[src/rtl/hazard_pkg.sv]
// hazard_pkg: encodings and default constants for the ID-stage hazard
// scoreboard. The decoder drives id_*_tnew / id_*_tuse from the T_* and
// TUSE_* values here; the scoreboard uses the default latency constants.
//   T_*    : cycles, counted from EX, until a result can be forwarded.
//   TUSE_* : cycles, counted from ID, until an operand is actually consumed.
package hazard_pkg;

  localparam int T_ALU       = 1;
  localparam int T_LOAD      = 2;
  localparam int TUSE_BRANCH = 0;
  localparam int TUSE_ALU    = 1;

  localparam int DEF_NREG     = 32;
  localparam int DEF_AW       = 5;
  localparam int DEF_NSRC     = 2;
  localparam int DEF_TW       = 2;
  localparam int DEF_MULT_LAT = 5;
  localparam int DEF_DIV_LAT  = 10;
  localparam int DEF_EPC_TNEW = 2;

  // Bits needed to hold the values 0..max_val.
  function automatic int cnt_width(input int max_val);
    return $clog2(max_val + 1);
  endfunction

endpackage

[src/rtl/sat_down_counter.sv]
// sat_down_counter: loadable, clearable down-counter that sticks at zero.
// Priority on each edge: load, then clear, then decrement (if nonzero).
// Ports:
//   clk, rst   clock, asynchronous active-high reset (count -> 0)
//   load       load load_val on this edge
//   load_val   value to load
//   clear      force count to 0 on this edge (ignored when load=1)
//   count      current count (registered)
module sat_down_counter #(
  parameter int W = 2
) (
  input  logic         clk,
  input  logic         rst,
  input  logic         load,
  input  logic [W-1:0] load_val,
  input  logic         clear,
  output logic [W-1:0] count
);

  always_ff @(posedge clk or posedge rst) begin
    if (rst) begin
      count <= '0;
    end else if (load) begin
      count <= load_val;
    end else if (clear) begin
      count <= '0;
    end else if (count != '0) begin
      count <= count - W'(1);
    end
  end

endmodule

[src/rtl/hazard_scoreboard.sv]
// hazard_scoreboard: ID-stage stall generator for the 5-stage MIPS core.
// Each GPR has a countdown loaded with the producer's Tnew when it issues;
// a source stalls while its producer's count exceeds the source's Tuse.
// HI/LO (mult/div) and EPC (mtc0 -> eret) have their own countdowns.
//
// Handshake: the instruction held in ID leaves ID (issues) on a clock edge
// where id_valid=1 and stall=0. Only an issuing instruction updates the
// counters. stall is never asserted when id_valid=0.
//
// Ports:
//   clk, reset      clock, asynchronous active-high reset
//   id_valid        ID holds a real instruction
//   id_src_en       per-source read enable (NSRC bits)
//   id_src_addr     packed source addresses, source k at [k*AW +: AW]
//   id_src_tuse     packed source Tuse, source k at [k*TW +: TW]
//   id_dst_en       instruction writes a GPR
//   id_dst_addr     destination GPR
//   id_dst_tnew     destination Tnew (measured at EX)
//   id_md_start     mult/multu/div/divu
//   id_md_div       with id_md_start: use the divide latency
//   id_hilo_use     instruction reads or writes HI/LO
//   id_epc_wr       mtc0 to EPC
//   id_epc_use      eret
//   md_cancel       exception kills the in-flight mult/div
//   stall           combinational stall request
//   md_busy         HI/LO unit busy (registered)
module hazard_scoreboard
  import hazard_pkg::*;
#(
  parameter int NREG     = DEF_NREG,
  parameter int AW       = DEF_AW,
  parameter int NSRC     = DEF_NSRC,
  parameter int TW       = DEF_TW,
  parameter int MULT_LAT = DEF_MULT_LAT,
  parameter int DIV_LAT  = DEF_DIV_LAT,
  parameter int EPC_TNEW = DEF_EPC_TNEW
) (
  input  logic               clk,
  input  logic               reset,
  input  logic               id_valid,
  input  logic [NSRC-1:0]    id_src_en,
  input  logic [NSRC*AW-1:0] id_src_addr,
  input  logic [NSRC*TW-1:0] id_src_tuse,
  input  logic               id_dst_en,
  input  logic [AW-1:0]      id_dst_addr,
  input  logic [TW-1:0]      id_dst_tnew,
  input  logic               id_md_start,
  input  logic               id_md_div,
  input  logic               id_hilo_use,
  input  logic               id_epc_wr,
  input  logic               id_epc_use,
  input  logic               md_cancel,
  output logic               stall,
  output logic               md_busy
);

  localparam int MDW  = cnt_width(DIV_LAT);
  localparam int EPCW = cnt_width(EPC_TNEW);

  logic issue;
  assign issue = id_valid & ~stall;

  // ---------------- GPR scoreboard ----------------
  logic [TW-1:0] cnt [NREG];

  // $0 is hardwired and never produces a hazard.
  assign cnt[0] = '0;

  for (genvar r = 1; r < NREG; r++) begin : g_reg
    logic ld;
    assign ld = issue & id_dst_en & (id_dst_addr == AW'(r));
    sat_down_counter #(.W(TW)) u_cnt (
      .clk      (clk),
      .rst      (reset),
      .load     (ld),
      .load_val (id_dst_tnew),
      .clear    (1'b0),
      .count    (cnt[r])
    );
  end

  // Sources compare against the pre-update count, so an instruction never
  // sees its own destination load.
  logic [NSRC-1:0] src_stall;

  for (genvar k = 0; k < NSRC; k++) begin : g_src
    logic [AW-1:0] addr;
    logic [TW-1:0] tuse;
    assign addr = id_src_addr[k*AW +: AW];
    assign tuse = id_src_tuse[k*TW +: TW];
    assign src_stall[k] = id_valid & id_src_en[k] & (addr != '0) &
                          (cnt[addr] > tuse);
  end

  // ---------------- HI/LO busy tracker ----------------
  logic [MDW-1:0] md_cnt;
  logic [MDW-1:0] md_lat;
  logic           md_load;
  logic           md_busy_next;

  assign md_load = issue & id_md_start;
  assign md_lat  = id_md_div ? MDW'(DIV_LAT) : MDW'(MULT_LAT);

  sat_down_counter #(.W(MDW)) u_md_cnt (
    .clk      (clk),
    .rst      (reset),
    .load     (md_load),
    .load_val (md_lat),
    .clear    (md_cancel),
    .count    (md_cnt)
  );

  // md_busy mirrors (md_cnt != 0) one edge early so it is a clean flop.
  // A new start wins over a cancel in the same cycle.
  always_comb begin
    md_busy_next = 1'b0;
    if (md_load) begin
      md_busy_next = (md_lat != '0);
    end else if (md_cancel) begin
      md_busy_next = 1'b0;
    end else begin
      md_busy_next = (md_cnt > MDW'(1));
    end
  end

  always_ff @(posedge clk or posedge reset) begin
    if (reset) begin
      md_busy <= 1'b0;
    end else begin
      md_busy <= md_busy_next;
    end
  end

  // ---------------- EPC write tracker ----------------
  logic [EPCW-1:0] epc_cnt;
  logic            epc_load;

  assign epc_load = issue & id_epc_wr;

  sat_down_counter #(.W(EPCW)) u_epc_cnt (
    .clk      (clk),
    .rst      (reset),
    .load     (epc_load),
    .load_val (EPCW'(EPC_TNEW)),
    .clear    (1'b0),
    .count    (epc_cnt)
  );

  // ---------------- stall ----------------
  logic hilo_stall;
  logic epc_stall;

  assign hilo_stall = id_valid & id_hilo_use & md_busy;
  assign epc_stall  = id_valid & id_epc_use & (epc_cnt != '0);
  assign stall      = (|src_stall) | hilo_stall | epc_stall;

endmodule

[config.mk]
export PLATFORM = sky130hd
export DESIGN_NAME = hazard_scoreboard
export DESIGN_NICKNAME = d
export VERILOG_FILES = /design/src/rtl/hazard_pkg.sv /design/src/rtl/sat_down_counter.sv /design/src/rtl/hazard_scoreboard.sv
export SDC_FILE = /design/constraint.sdc
export NUM_CORES = 1
export LEC_CHECK = 0
export ABC_AREA = 1
export BUFFER_PORTS_ARGS = -buffer_cell sky130_fd_sc_hd__buf_2
export CAP_MARGIN = 20
export CELL_PAD_IN_SITES_DETAIL_PLACEMENT = 0
export CELL_PAD_IN_SITES_GLOBAL_PLACEMENT = 1
export CORE_MARGIN = 5
export CORE_UTILIZATION = 30
export CTS_BUF_LIST = sky130_fd_sc_hd__clkbuf_2 sky130_fd_sc_hd__clkbuf_4 sky130_fd_sc_hd__clkbuf_8
export CTS_CLUSTER_DIAMETER = 80
export DETAILED_ROUTE_END_ITERATION = 6
export GPL_TIMING_DRIVEN = 0
export PLACE_DENSITY = 0.61
export SKIP_LAST_GASP = 1
export SYNTH_ARGS = -nofsm -noshare
export SYNTH_HDL_FRONTEND = slang
export SYNTH_SLANG_ARGS = --single-unit
[constraint.sdc]
create_clock -name clk -period 3.3 [get_ports clk]
set_clock_uncertainty 0.15 [all_clocks]
set_input_delay 0.165 -clock clk [delete_from_list [all_inputs] [get_ports clk]]
set_output_delay 0.165 -clock clk [all_outputs]
set_load 0.01 [all_outputs]
==> summary.md, run 1 <==
| Metric | Value |
|---|---|
| Max Cap Viol | `0` |
| Cell taking the most area after synthesis | `dfrtp_1` |
| RSZ-0062 raised after global routing | `no` |
| Final min period | `3.11 ns` |
| CP max FO | `10` |
| FF-to-FF path depth | `19` |
| Cell count of the worst hold path | `4` |
| Reg power frac | `0.301` |
| Starting density of the core | `0.303` |
| WS Path Type | `in2reg` |
| FF+latch area | `0.00173 mm^2` |
| Vias in the first global route | `5,938` |
| Number of flops mapped to enable cells by yosys | `0` |
| GRT overflow | `0` |
| Global Route Usage Sum | `0.199` |
| DP Worst Slack | `-0.295 ns` |
| Number of CTS-inserted buffers | `9` |
| Comb power frac | `0.577` |
| Synth Flop Type | `dfrtp_1` |
| Syn avg cell area | `6.86 um^2` |
| Antenna Violating Nets Remaining | `0` |
| Setup WS post-layout | `0.191 ns` |
| Detailed Route WL | `23,100 um` |
| Crit path launch type | `primary input` |
| Area of the multi-input gates | `0.00354 mm^2` |
| Die X | `153 um` |
| Worst-Margin Slew | `0.750 ns` |
| Routed len/inst | `19.2 um` |
| I/O pin cnt | `35` |
| Clk sinks | `69` |
| Fmax achieved | `322 MHz` |
| Count of final setup violators | `0` |
| Net switching power | `2680 uW` |
| LEAKAGE | `0.00353 uW` |
| DR vias | `6,020` |
| Filler instances | `2,227` |
| Routability congestion estimate | `0.916` |
| Number of remaining DRC errors | `0` |
| Cell internal pwr | `3150 uW` |
| I/O Buffers | `29` |
| Initial DRC Count | `592` |
| Vias per cell | `4.99` |
| Core Box Area | `0.0201 mm^2` |
| Period utilization | `0.942` |
| Class of the worst hold path | `in2reg` |
| Clock Tree Buf Depth | `2` |
| Top cell type's share of synthesized area | `0.283` |
| Die Ht | `153 um` |
| Hpwl dp | `17,200 um` |
| Sw Share | `0.459` |
| Layout net count | `1,004` |
| Mapped Nets | `960` |
| Yosys warns | `0` |
| Netlist Area Pre-Place | `0.00609 mm^2` |
| Critical path endpoint category | `flip-flop` |
| Seq/Total Area, Yosys | `0.283` |
| Synth Register Bits | `69` |
| Cell Pwr Density | `853 mW/mm^2` |
| H-tree depth | `3` |
| Share of layout cells above drive strength 1 | `0.114` |
| Syn Inst Count | `888` |
| Pin count of the biggest net entering global routing | `48` |
| First-pass GRT wire length | `35,900 um` |
| Hold violation count in the final report | `0` |
| Clock power share | `0.122` |
| CTS tree | `yes` |
| VDD IR max | `0.246 mV` |
| Worst EP arrival | `3.24 ns` |
| Die area | `0.0233 mm^2` |
| Number of inserted diodes | `0` |
| Ys async rst share | `1.00` |
| Clock-pin transition on the worst setup and hold timing paths | `0.08 ns` |
| Clock Latency Late Sink | `0.37 ns` |
| Crit path required time | `3.43 ns` |
| Status | `finished clean` |
| Synth area leaders | `dfrtp_1, nand2_1, inv_1` |
| Synth cell count leaders | `nand2_1, inv_1, nand3_1` |
| TNS Setup | `0 ns` |
| Initial antenna violation count | `0` |
| P&R area growth vs syn | `12.3%` |
| Final Slew Violations | `0` |
| Slew HR | `0.500` |
| Num rows | `52` |
| First-pass DRT Iterations | `5` |
| Netlist cell types | `31` |
| Postcts setup bufs | `0` |
| Final Util | `0.340` |
| Count leader, synth | `nand2_1` |
| Clock root cell | `clkbuf_8` |
-- stage by stage --
| step | instance area (um^2) | hold slack [ns] | total power [uW] | std cells |
|---|---|---|---|---|
| after floorplan | 6090 | 0.178 | 4230 | 888 |
| after global placement | 6580 | 0.331 | 5070 | 1187 |
| after detailed placement | 6610 | 0.0193 | 5100 | 1188 |
| after CTS | 6820 | 0.0139 | 5850 | 1206 |
| after global routing | 6840 | 0.0446 | 6490 | 1206 |
| final | 6840 | 0.0327 | 5830 | 1206 |
-- power groups by stage --
stage	clock network (uW)	registers [uW]	logic, uW
final	709	1760	3370
after detailed placement	0	1760	3330
after global routing	765	1810	3920
after CTS	735	1740	3370
after global placement	0	1760	3310
after floorplan	0	1570	2650
-- layout by cell type (no fill, tap or decap), types with 3 or more instances in the layout --
cell / n
nand4_1: 42
dlygate4sd3_1: 3
nand3_1: 83
ha_1: 39
a21oi_1: 59
clkinv_1: 3
buf_6: 9
buf_1: 3
o21ai_0: 68
o211ai_1: 7
mux2_2: 31
nand2_1: 184
dfrtp_1: 69
clkbuf_8: 12
nor3_1: 12
buf_2: 33
nor2_1: 47
inv_1: 154
xor2_1: 20
clkbuf_1: 17
xnor2_1: 12
clkbuf_2: 8
-- repair_timing --
action	CTS	global route
hold buffers	3	0
endpoints found under the hold margin	67	0
resized for setup	0	17
setup endpoints to repair	0	67
-- flip-flops by register name, indices dropped and copies added, names as in the netlist --
register,cells
g.u_cnt.count,62
u_epc_cnt.count,2
u_md_cnt.count,4
md_busy,1
-- final cells by class --
class                   instances  area share
flip-flops and latches         69       0.252
clock inverters                 1    0.000732
well taps                     270      0.0494
inverters                     159      0.0882
multi-input cells             618       0.518
repair buffers                 33      0.0296
plain buffers                  42      0.0357
clock buffers                  14      0.0263
-- worst paths after layout --
path | slack [ns] | end | startpoint
setup / recovery | 0.19 | g_reg[31].u_cnt.count[0] | id_src_addr[5]
setup reg to reg | 0.26 | g_reg[31].u_cnt.count[0] | g_reg[26].u_cnt.count[1]
hold / removal | 0.03 | md_busy | md_cancel
min in group asynchronous | 0.15 | g_reg[30].u_cnt.count[1] | reset
max in group asynchronous | 2.25 | g_reg[7].u_cnt.count[1] | reset
hold reg to reg | 0.39 | u_epc_cnt.count[1] | u_epc_cnt.count[1]
-- worst max-delay path, stage by stage --
cell      delay [ns]
buf_2           0.22
clkbuf_1        0.52
a21oi_1         0.14
o21ai_0         0.12
a21oi_1         0.13
o211ai_1        0.19
nand2_1         0.10
ha_1            0.30
nand2_1         0.06
inv_1           0.04
nor2_1          0.04
nand3_2         0.09
nand4_2         0.14
nor2_4          0.19
buf_6           0.23
buf_6           0.19
nand3_1         0.17
nand2_1         0.13
inv_1           0.04
-- cell families after synthesis --
family / count (synthesis) / synth area share
AO/OA/AOI/OAI: 140 / 0.120
XOR/XNOR: 32 / 0.0460
adder cells (fa/ha/maj): 39 / 0.0801
buffers and inverters: 201 / 0.136
flip-flops: 69 / 0.283
multiplexers: 31 / 0.0573
AND/OR/NAND/NOR: 376 / 0.277
-- layer usage --
layer  vias to the layer above  GRT usage  wire length [um]
li1                       2977          -                 -
met1                      2797      0.292             11500
met2                       212      0.298              9770
met3                        34     0.0349              1330
met4                         0     0.0636               498
met5                         -          0                 0
(Power assumes the default switching activity.)
==> run 2: changes to the inputs <==
--- a/config.mk
+++ b/config.mk
@@ -10,6 +10,7 @@
 export CAP_MARGIN = 20
 export CELL_PAD_IN_SITES_DETAIL_PLACEMENT = 0
 export CELL_PAD_IN_SITES_GLOBAL_PLACEMENT = 1
+export CORE_ASPECT_RATIO = 0.5
 export CORE_MARGIN = 5
 export CORE_UTILIZATION = 30
 export CTS_BUF_LIST = sky130_fd_sc_hd__clkbuf_2 sky130_fd_sc_hd__clkbuf_4 sky130_fd_sc_hd__clkbuf_8
@@ -17,6 +18,7 @@
 export DETAILED_ROUTE_END_ITERATION = 6
 export GPL_TIMING_DRIVEN = 0
 export PLACE_DENSITY = 0.61
+export RECOVER_POWER = 25
 export SKIP_LAST_GASP = 1
 export SYNTH_ARGS = -nofsm -noshare
 export SYNTH_HDL_FRONTEND = slang
==> run 2 against run 1 <==
The flow now finishes with violations (max-capacitance violations, max-slew violations). Final cell count is essentially flat. Critical path type is now reg2reg. Highest routed layer unchanged. Register-to-register slack worse by 0.10 ns. Clock power grew 20%. Largest power group unchanged. Power is 4.3% higher. Via count up 3.7%. Flip-flop and latch count is the same. Worst setup slack got worse by 0.034 ns. Worst hold slack lost 0.0037 ns. Critical path depth down 2. Combinational power up 2%. Non-clock buffer count increased by 2. Sequential share of layout area fell by 0.18 points.
==> summary.md, run 2 (synthesized netlist as in run 1, its figures left out) <==
| Metric | Value |
|---|---|
| Status | `complete, but fails checks` |
| Failing checks | `max-capacitance violations, max-slew violations` |
| Initial DRC Count | `609` |
| Max stage delay on crit path | `0.46 ns` |
| Total Power | `6080 uW` |
| Number of remaining DRC errors | `0` |
| Hold violation count in the final report | `0` |
| Worst path slowest cell | `dfrtp_1` |
| Crit path launch type | `flip-flop` |
| I/O Buffers | `29` |
| LEAKAGE | `0.00354 uW` |
| Final min period | `3.14 ns` |
| Buffers and inverters on the worst path | `3` |
| Clk sinks | `69` |
| Setup WS post-layout | `0.158 ns` |
| Global Route Usage Sum | `0.204` |
| GR Util met3 | `0.0475` |
| Class of the worst hold path | `in2reg` |
| Antenna Violating Nets Remaining | `0` |
| CP max FO | `10` |
| Core Box Area | `0.0197 mm^2` |
| GRT overflow | `0` |
| Initial antenna violation count | `0` |
| First-pass GRT wire length | `36,100 um` |
| Clock-pin transition on the worst setup and hold timing paths | `0.09 ns` |
| Clock Tree Buf Depth | `2` |
| Worst-Margin Slew | `1.56 ns` |
| Count of final setup violators | `0` |
| Vias in the first global route | `5,767` |
| DR vias | `6,245` |
| Die X | `212 um` |
| First-pass DRT Iterations | `7` |
| Crit path required time | `3.38 ns` |
| Die Ht | `111 um` |
| H-tree depth | `3` |
| Number of inserted diodes | `0` |
| WS Path Type | `reg2reg` |
| GRT busiest layer | `met1` |
| Fmax achieved | `318 MHz` |
| Final Slew Violations | `57` |
| Slew HR | `-0.0385` |
| Max Cap Viol | `1` |
| Top flop regs | `g.u_cnt.count (62), u_md_cnt.count (4), u_epc_cnt.count (2)` |
| Starting density of the core | `0.309` |
| Clock root cell | `clkbuf_8` |
| Max reg flops | `62` |
| Num rows | `36` |
| Largest register by flop count | `g.u_cnt.count` |
| Met2 usage | `0.271` |
| Routability congestion estimate | `0.914` |
| Hpwl dp | `18,000 um` |
| WHS | `0.0290 ns` |
| Detailed Route WL | `24,000 um` |
| Filler instances | `2,142` |
| P&R area growth vs syn | `13.2%` |
| Final instance area | `0.00689 mm^2` |
| Cell Pwr Density | `882 mW/mm^2` |
| Worst EP arrival | `3.22 ns` |
| CTS tree | `yes` |
| GR Util met1 | `0.325` |
| I/O pin cnt | `35` |
| Share of layout cells above drive strength 1 | `0.126` |
| DP Worst Slack | `-0.356 ns` |
| Period utilization | `0.952` |
| Most frequent cells in the layout | `nand2_1, inv_1, nand3_1, dfrtp_1, o21ai_0` |
| Number of CTS-inserted buffers | `9` |
| Die area | `0.0234 mm^2` |
| Layout net count | `1,006` |
| Post-DP Area | `0.00660 mm^2` |
| Most frequent CP cell | `nand2_1` |
| Clock Latency Late Sink | `0.38 ns` |
| Cell family with most CP delay | `simple AND/OR/NAND/NOR gates` |
| Critical path endpoint category | `flip-flop` |
| Pin count of the biggest net entering global routing | `57` |
| Worst-path cell chain | `a21oi_1 -> o21ai_0 -> o211ai_1 -> nand3_1 -> o211ai_1 -> nand2_1 -> ha_1 -> inv_1 -> o21bai_1 -> nand3_2 -> nand4_2 -> nor2_4 -> buf_12 -> buf_6 -> nand3_1 -> nand2_1 -> nand2_1` |
| VDD IR max | `0.198 mV` |
| Vias per cell | `5.18` |
| Routed len/inst | `19.9 um` |
| Leading cell type in the layout, fill and taps excluded | `nand2_1` |
## run 2: cell types whose count changed in the layout (fill, tap and decap cells not counted), sizes merged
cell      before  now
buf           47   48
bufinv         0    2
clkbuf        39   37
clkinv         4    3
clkinvlp       1    4
## run 2: worst paths after layout
check	startpoint	endpoint	slack [ns]	cells after the start
max	g_reg[7].u_cnt.count[1]	g_reg[17].u_cnt.count[1]	0.16	17
min in group asynchronous	reset	g_reg[17].u_cnt.count[1]	0.26	3
min reg2reg	u_epc_cnt.count[1]	u_epc_cnt.count[1]	0.38	2
min	id_md_div	u_md_cnt.count[3]	0.03	5
max in group asynchronous	reset	g_reg[3].u_cnt.count[0]	0.73	4
max reg2reg	g_reg[7].u_cnt.count[1]	g_reg[17].u_cnt.count[1]	0.16	17
## run 2: area by class of cell
| class | count | area [um^2] | share of cell area |
|---|---|---|---|
| repair buffers | 35 | 195 | 0.0283 |
| flip-flops and latches | 69 | 1730 | 0.251 |
| well taps | 266 | 333 | 0.0483 |
| multi-input cells | 618 | 3550 | 0.515 |
| inverters | 159 | 609 | 0.0884 |
| plain buffers | 42 | 254 | 0.0368 |
| clock inverters | 5 | 82.6 | 0.0120 |
| clock buffers | 11 | 145 | 0.0211 |
## run 2: stage by stage
step                 util   TNS, ns  cells
floorplan               -         0    888
global placement    0.334    -20.13   1183
detailed placement  0.335    -15.18   1184
CTS                 0.348         0   1203
global route        0.350  -0.00249   1205
finish              0.350         0   1205
## run 2: report_power, final
group | internal (uW) | switching [uW] | leakage, uW
combinational | 1490 | 1950 | 0.00261
sequential | 1330 | 465 | 0.000808
clock | 458 | 393 | 0.000117
## run 2: timing repair
item                                    4_1_cts  5_1_grt
hold endpoints to repair                     72        0
endpoints found under the setup margin        0       62
hold buffers                                  3        0
setup buffers                                 0        2
resized for setup                             0       29
## run 2: routing by layer
layer,vias up,wire length (um)
met4,0,428
met2,270,9160
met3,38,2180
li1,2987,-
met5,-,0
met1,2950,12200
## run 2: worst min-delay path: stages
cell	delay [ns]
buf_2	0.10
nand4_1	0.11
nand2_1	0.06
nand2_1	0.05
inv_1	0.03
==> run 3: changes to the inputs <==
--- a/config.mk
+++ b/config.mk
@@ -5,7 +5,6 @@
 export SDC_FILE = /design/constraint.sdc
 export NUM_CORES = 1
 export LEC_CHECK = 0
-export ABC_AREA = 1
 export BUFFER_PORTS_ARGS = -buffer_cell sky130_fd_sc_hd__buf_2
 export CAP_MARGIN = 20
 export CELL_PAD_IN_SITES_DETAIL_PLACEMENT = 0
@@ -13,11 +12,11 @@
 export CORE_ASPECT_RATIO = 0.5
 export CORE_MARGIN = 5
 export CORE_UTILIZATION = 30
-export CTS_BUF_LIST = sky130_fd_sc_hd__clkbuf_2 sky130_fd_sc_hd__clkbuf_4 sky130_fd_sc_hd__clkbuf_8
+export CTS_BUF_LIST = sky130_fd_sc_hd__clkbuf_8
 export CTS_CLUSTER_DIAMETER = 80
 export DETAILED_ROUTE_END_ITERATION = 6
 export GPL_TIMING_DRIVEN = 0
-export PLACE_DENSITY = 0.61
+export PLACE_DENSITY = 0.57
 export RECOVER_POWER = 25
 export SKIP_LAST_GASP = 1
 export SYNTH_ARGS = -nofsm -noshare
==> run 3 against run 2 <==
The run ends with max-capacitance violations, negative setup slack left. Critical path depth fell by 5. Flip-flop and latch count did not move. Maximum frequency fell by 13%. Via count fell by 34%. Wire length fell by 34%. Power fell by 3.6%. Die area fell by 8.9%. Non-clock buffer count fell by 5. Critical path type unchanged.
==> summary.md, run 3 <==
| Metric | Value |
|---|---|
| Share of layout cells above drive strength 1 | `0.336` |
| Routability congestion estimate | `0.846` |
| Crit path required time | `3.39 ns` |
| Clk sinks | `69` |
| Clock root cell | `clkbuf_8` |
| Starting density of the core | `0.302` |
| Number of remaining DRC errors | `0` |
| Die Ht | `106 um` |
| Num rows | `35` |
| Netlist cell types | `51` |
| Status | `complete, but fails checks` |
| Cell family with most CP delay | `multiplexers` |
| Detailed Route WL | `15,900 um` |
| VDD IR max | `0.202 mV` |
| Seq/Total Area, Yosys | `0.313` |
| Count leader, synth | `inv_1` |
| Endpoint, Worst Hold | `g_reg[24].u_cnt.count[0]` |
| Mapped Nets | `600` |
| Clock Latency Late Sink | `0.35 ns` |
| Number of CTS-inserted buffers | `9` |
| Top flop regs | `g.u_cnt.count (62), u_md_cnt.count (4), u_epc_cnt.count (2)` |
| Buffers and inverters on the worst path | `2` |
| GRT overflow | `0` |
| Failing checks | `max-capacitance violations, negative setup slack` |
| H-tree depth | `3` |
| RR Endpoint | `g_reg[15].u_cnt.count[0]` |
| Critical path endpoint category | `flip-flop` |
| Worst path slowest cell | `mux4_2` |
| First-pass GRT wire length | `25,000 um` |
| Synth area leaders | `dfrtp_1, mux2_2, mux4_2` |
| P&R area growth vs syn | `20.9%` |
| Core Box Area | `0.0182 mm^2` |
| FF-to-FF path depth | `12` |
| Synth Register Bits | `69` |
| Yosys warns | `0` |
| Die area | `0.0213 mm^2` |
| RSZ-0062 raised after global routing | `yes` |
| Top cell type's share of synthesized area | `0.313` |
| Clock-pin transition on the worst setup and hold timing paths | `0.07 ns` |
| Routed len/inst | `19.3 um` |
| DR vias | `4,117` |
| TNS Setup | `-15.89 ns` |
| Layout net count | `655` |
| Hpwl dp | `12,400 um` |
| LEAKAGE | `0.00284 uW` |
| Netlist Area Pre-Place | `0.00551 mm^2` |
| Die X | `202 um` |
| Max Cap Viol | `1` |
| First-pass DRT Iterations | `5` |
| Antenna Violating Nets Remaining | `0` |
| CP max FO | `10` |
| Ys async rst share | `1.00` |
| Number of inserted diodes | `0` |
| Final Slew Violations | `0` |
| Cell Pwr Density | `881 mW/mm^2` |
| FF-to-FF Start | `g_reg[14].u_cnt.count[1]` |
| Vias per cell | `4.98` |
| Synth Flop Type | `dfrtp_1` |
| Crit path launch type | `flip-flop` |
| Max reg flops | `62` |
| WS Path Type | `reg2reg` |
| Largest register by flop count | `g.u_cnt.count` |
| Count of final setup violators | `69` |
| Number of flops mapped to enable cells by yosys | `0` |
| CTS tree | `yes` |
| Reg-to-reg slack, setup | `-0.31 ns` |
| Period utilization | `1.09` |
| Pin count of the biggest net entering global routing | `41` |
| Leading cell type in the layout, fill and taps excluded | `inv_1` |
| Hold violation count in the final report | `0` |
| I/O Buffers | `26` |
| Worst-Margin Slew | `1.47 ns` |
| Initial antenna violation count | `1` |
| Syn Inst Count | `528` |
| Final min period | `3.61 ns` |
| Initial DRC Count | `196` |
| Class of the worst hold path | `in2reg` |
| I/O pin cnt | `35` |
| Cell count of the worst hold path | `4` |
| Worst EP arrival | `3.69 ns` |
| Total Power | `5870 uW` |
| Cell taking the most area after synthesis | `dfrtp_1` |
| Syn avg cell area | `10.4 um^2` |
| Most frequent cells in the layout | `inv_1, dfrtp_1, mux2_2, ha_1, buf_2` |
| Placed insts | `795` |
| DP Worst Slack | `-0.416 ns` |
| Setup WS post-layout | `-0.305 ns` |
| Slew HR | `0.0159` |
| Clock Tree Buf Depth | `2` |
| Fmax achieved | `277 MHz` |
| Final Util | `0.366` |
| Layout Cells excl Fill | `826` |
| Global Route Usage Sum | `0.154` |
| Hold_sp | `id_dst_addr[0]` |
| Max stage delay on crit path | `0.52 ns` |
| Vias in the first global route | `4,223` |
| Synth cell count leaders | `inv_1, dfrtp_1, mux2_2` |
| Worst-path cell chain | `mux4_2 -> mux4_2 -> nor2_4 -> a311oi_2 -> ha_1 -> nor2b_4 -> o2111ai_2 -> o32a_1 -> buf_6 -> buf_6 -> and3_4 -> mux2_4` |
[run 3: cell types whose count changed after synthesis, moves of 39 or more]
cell,previous run,this run
nand3_1,83,32
nand2_1,184,22
nand4_1,42,3
o21ai_0,68,14
inv_1,155,78
a21oi_1,59,7
[run 3: power by group]
part           switching, uW  internal [uW]  total, uW  leakage [uW]
combinational           1350           1920       3270       0.00192
sequential               526           1330       1860      0.000810
clock                    330            410        739      0.000109
[run 3: logic make-up after synthesis]
group           share of synthesized area
mux                                 0.291
compound gates                     0.0611
simple gates                        0.107
buf+inv                            0.0852
xor+xnor                           0.0541
fa+ha+maj                          0.0886
flops                               0.313
[run 3: how the worst max path moves through the flow]
stage,from,end,slack [ns],cells past startpoint
after floorplan,id_src_addr[7],g_reg[15].u_cnt.count[0],0.12,14
after global placement,id_src_addr[0],g_reg[16].u_cnt.count[1],-0.42,12
after detailed placement,id_src_addr[0],g_reg[16].u_cnt.count[0],-0.42,12
after CTS,g_reg[13].u_cnt.count[1],stall,-0.35,12
after global routing,g_reg[22].u_cnt.count[1],stall,-0.41,12
final,g_reg[14].u_cnt.count[1],g_reg[15].u_cnt.count[0],-0.31,12
[run 3: per-layer routing]
| metal | vias to the layer above | track usage | wire length (um) |
|---|---|---|---|
| li1 | 1977 | - | - |
| met1 | 2021 | 0.226 | 8180 |
| met2 | 100 | 0.232 | 6760 |
| met3 | 17 | 0.0354 | 797 |
| met4 | 2 | 0.0322 | 173 |
| met5 | - | 0 | 13 |
[run 3: worst register-to-register path: cells and delay by family (launching register included)]
family / cells / cell delay, ns
muxes: 3 / 1.32
AOI/OAI and AO/OA: 3 / 0.49
and+or+nand+nor: 3 / 0.46
DFF: 1 / 0.43
adders and majority gates: 1 / 0.33
buffers and inverters: 2 / 0.32
[run 3: layout make-up]
cell class,count,area [um^2]
well taps,240,300
fillers,1831,11600
inverters,78,294
clock inverters,5,71.3
multi-input cells,353,3630
clock buffers,9,124
repair buffers,44,324
plain buffers,28,189
flip-flops and latches,69,1730
[run 3: timing repair]
action / CTS / global route
setup endpoints to repair: 68 / 70
hold endpoints to repair: 37 / 1
pin swaps: 6 / 5
gates resized for setup: 60 / 6
cloned: 1 / 1
setup buffers: 7 / 1
hold buffers: 6 / 1
[run 3: per-stage QoR]
stage          cell area, um^2  hold WS, ns
6_report                  6660        0.191
3_3_place_gp              5940        0.218
4_1_cts                   6600     0.000393
5_1_grt                   6660        0.201
3_5_place_dp              5970       0.0596
2_1_floorplan             5510       0.0975
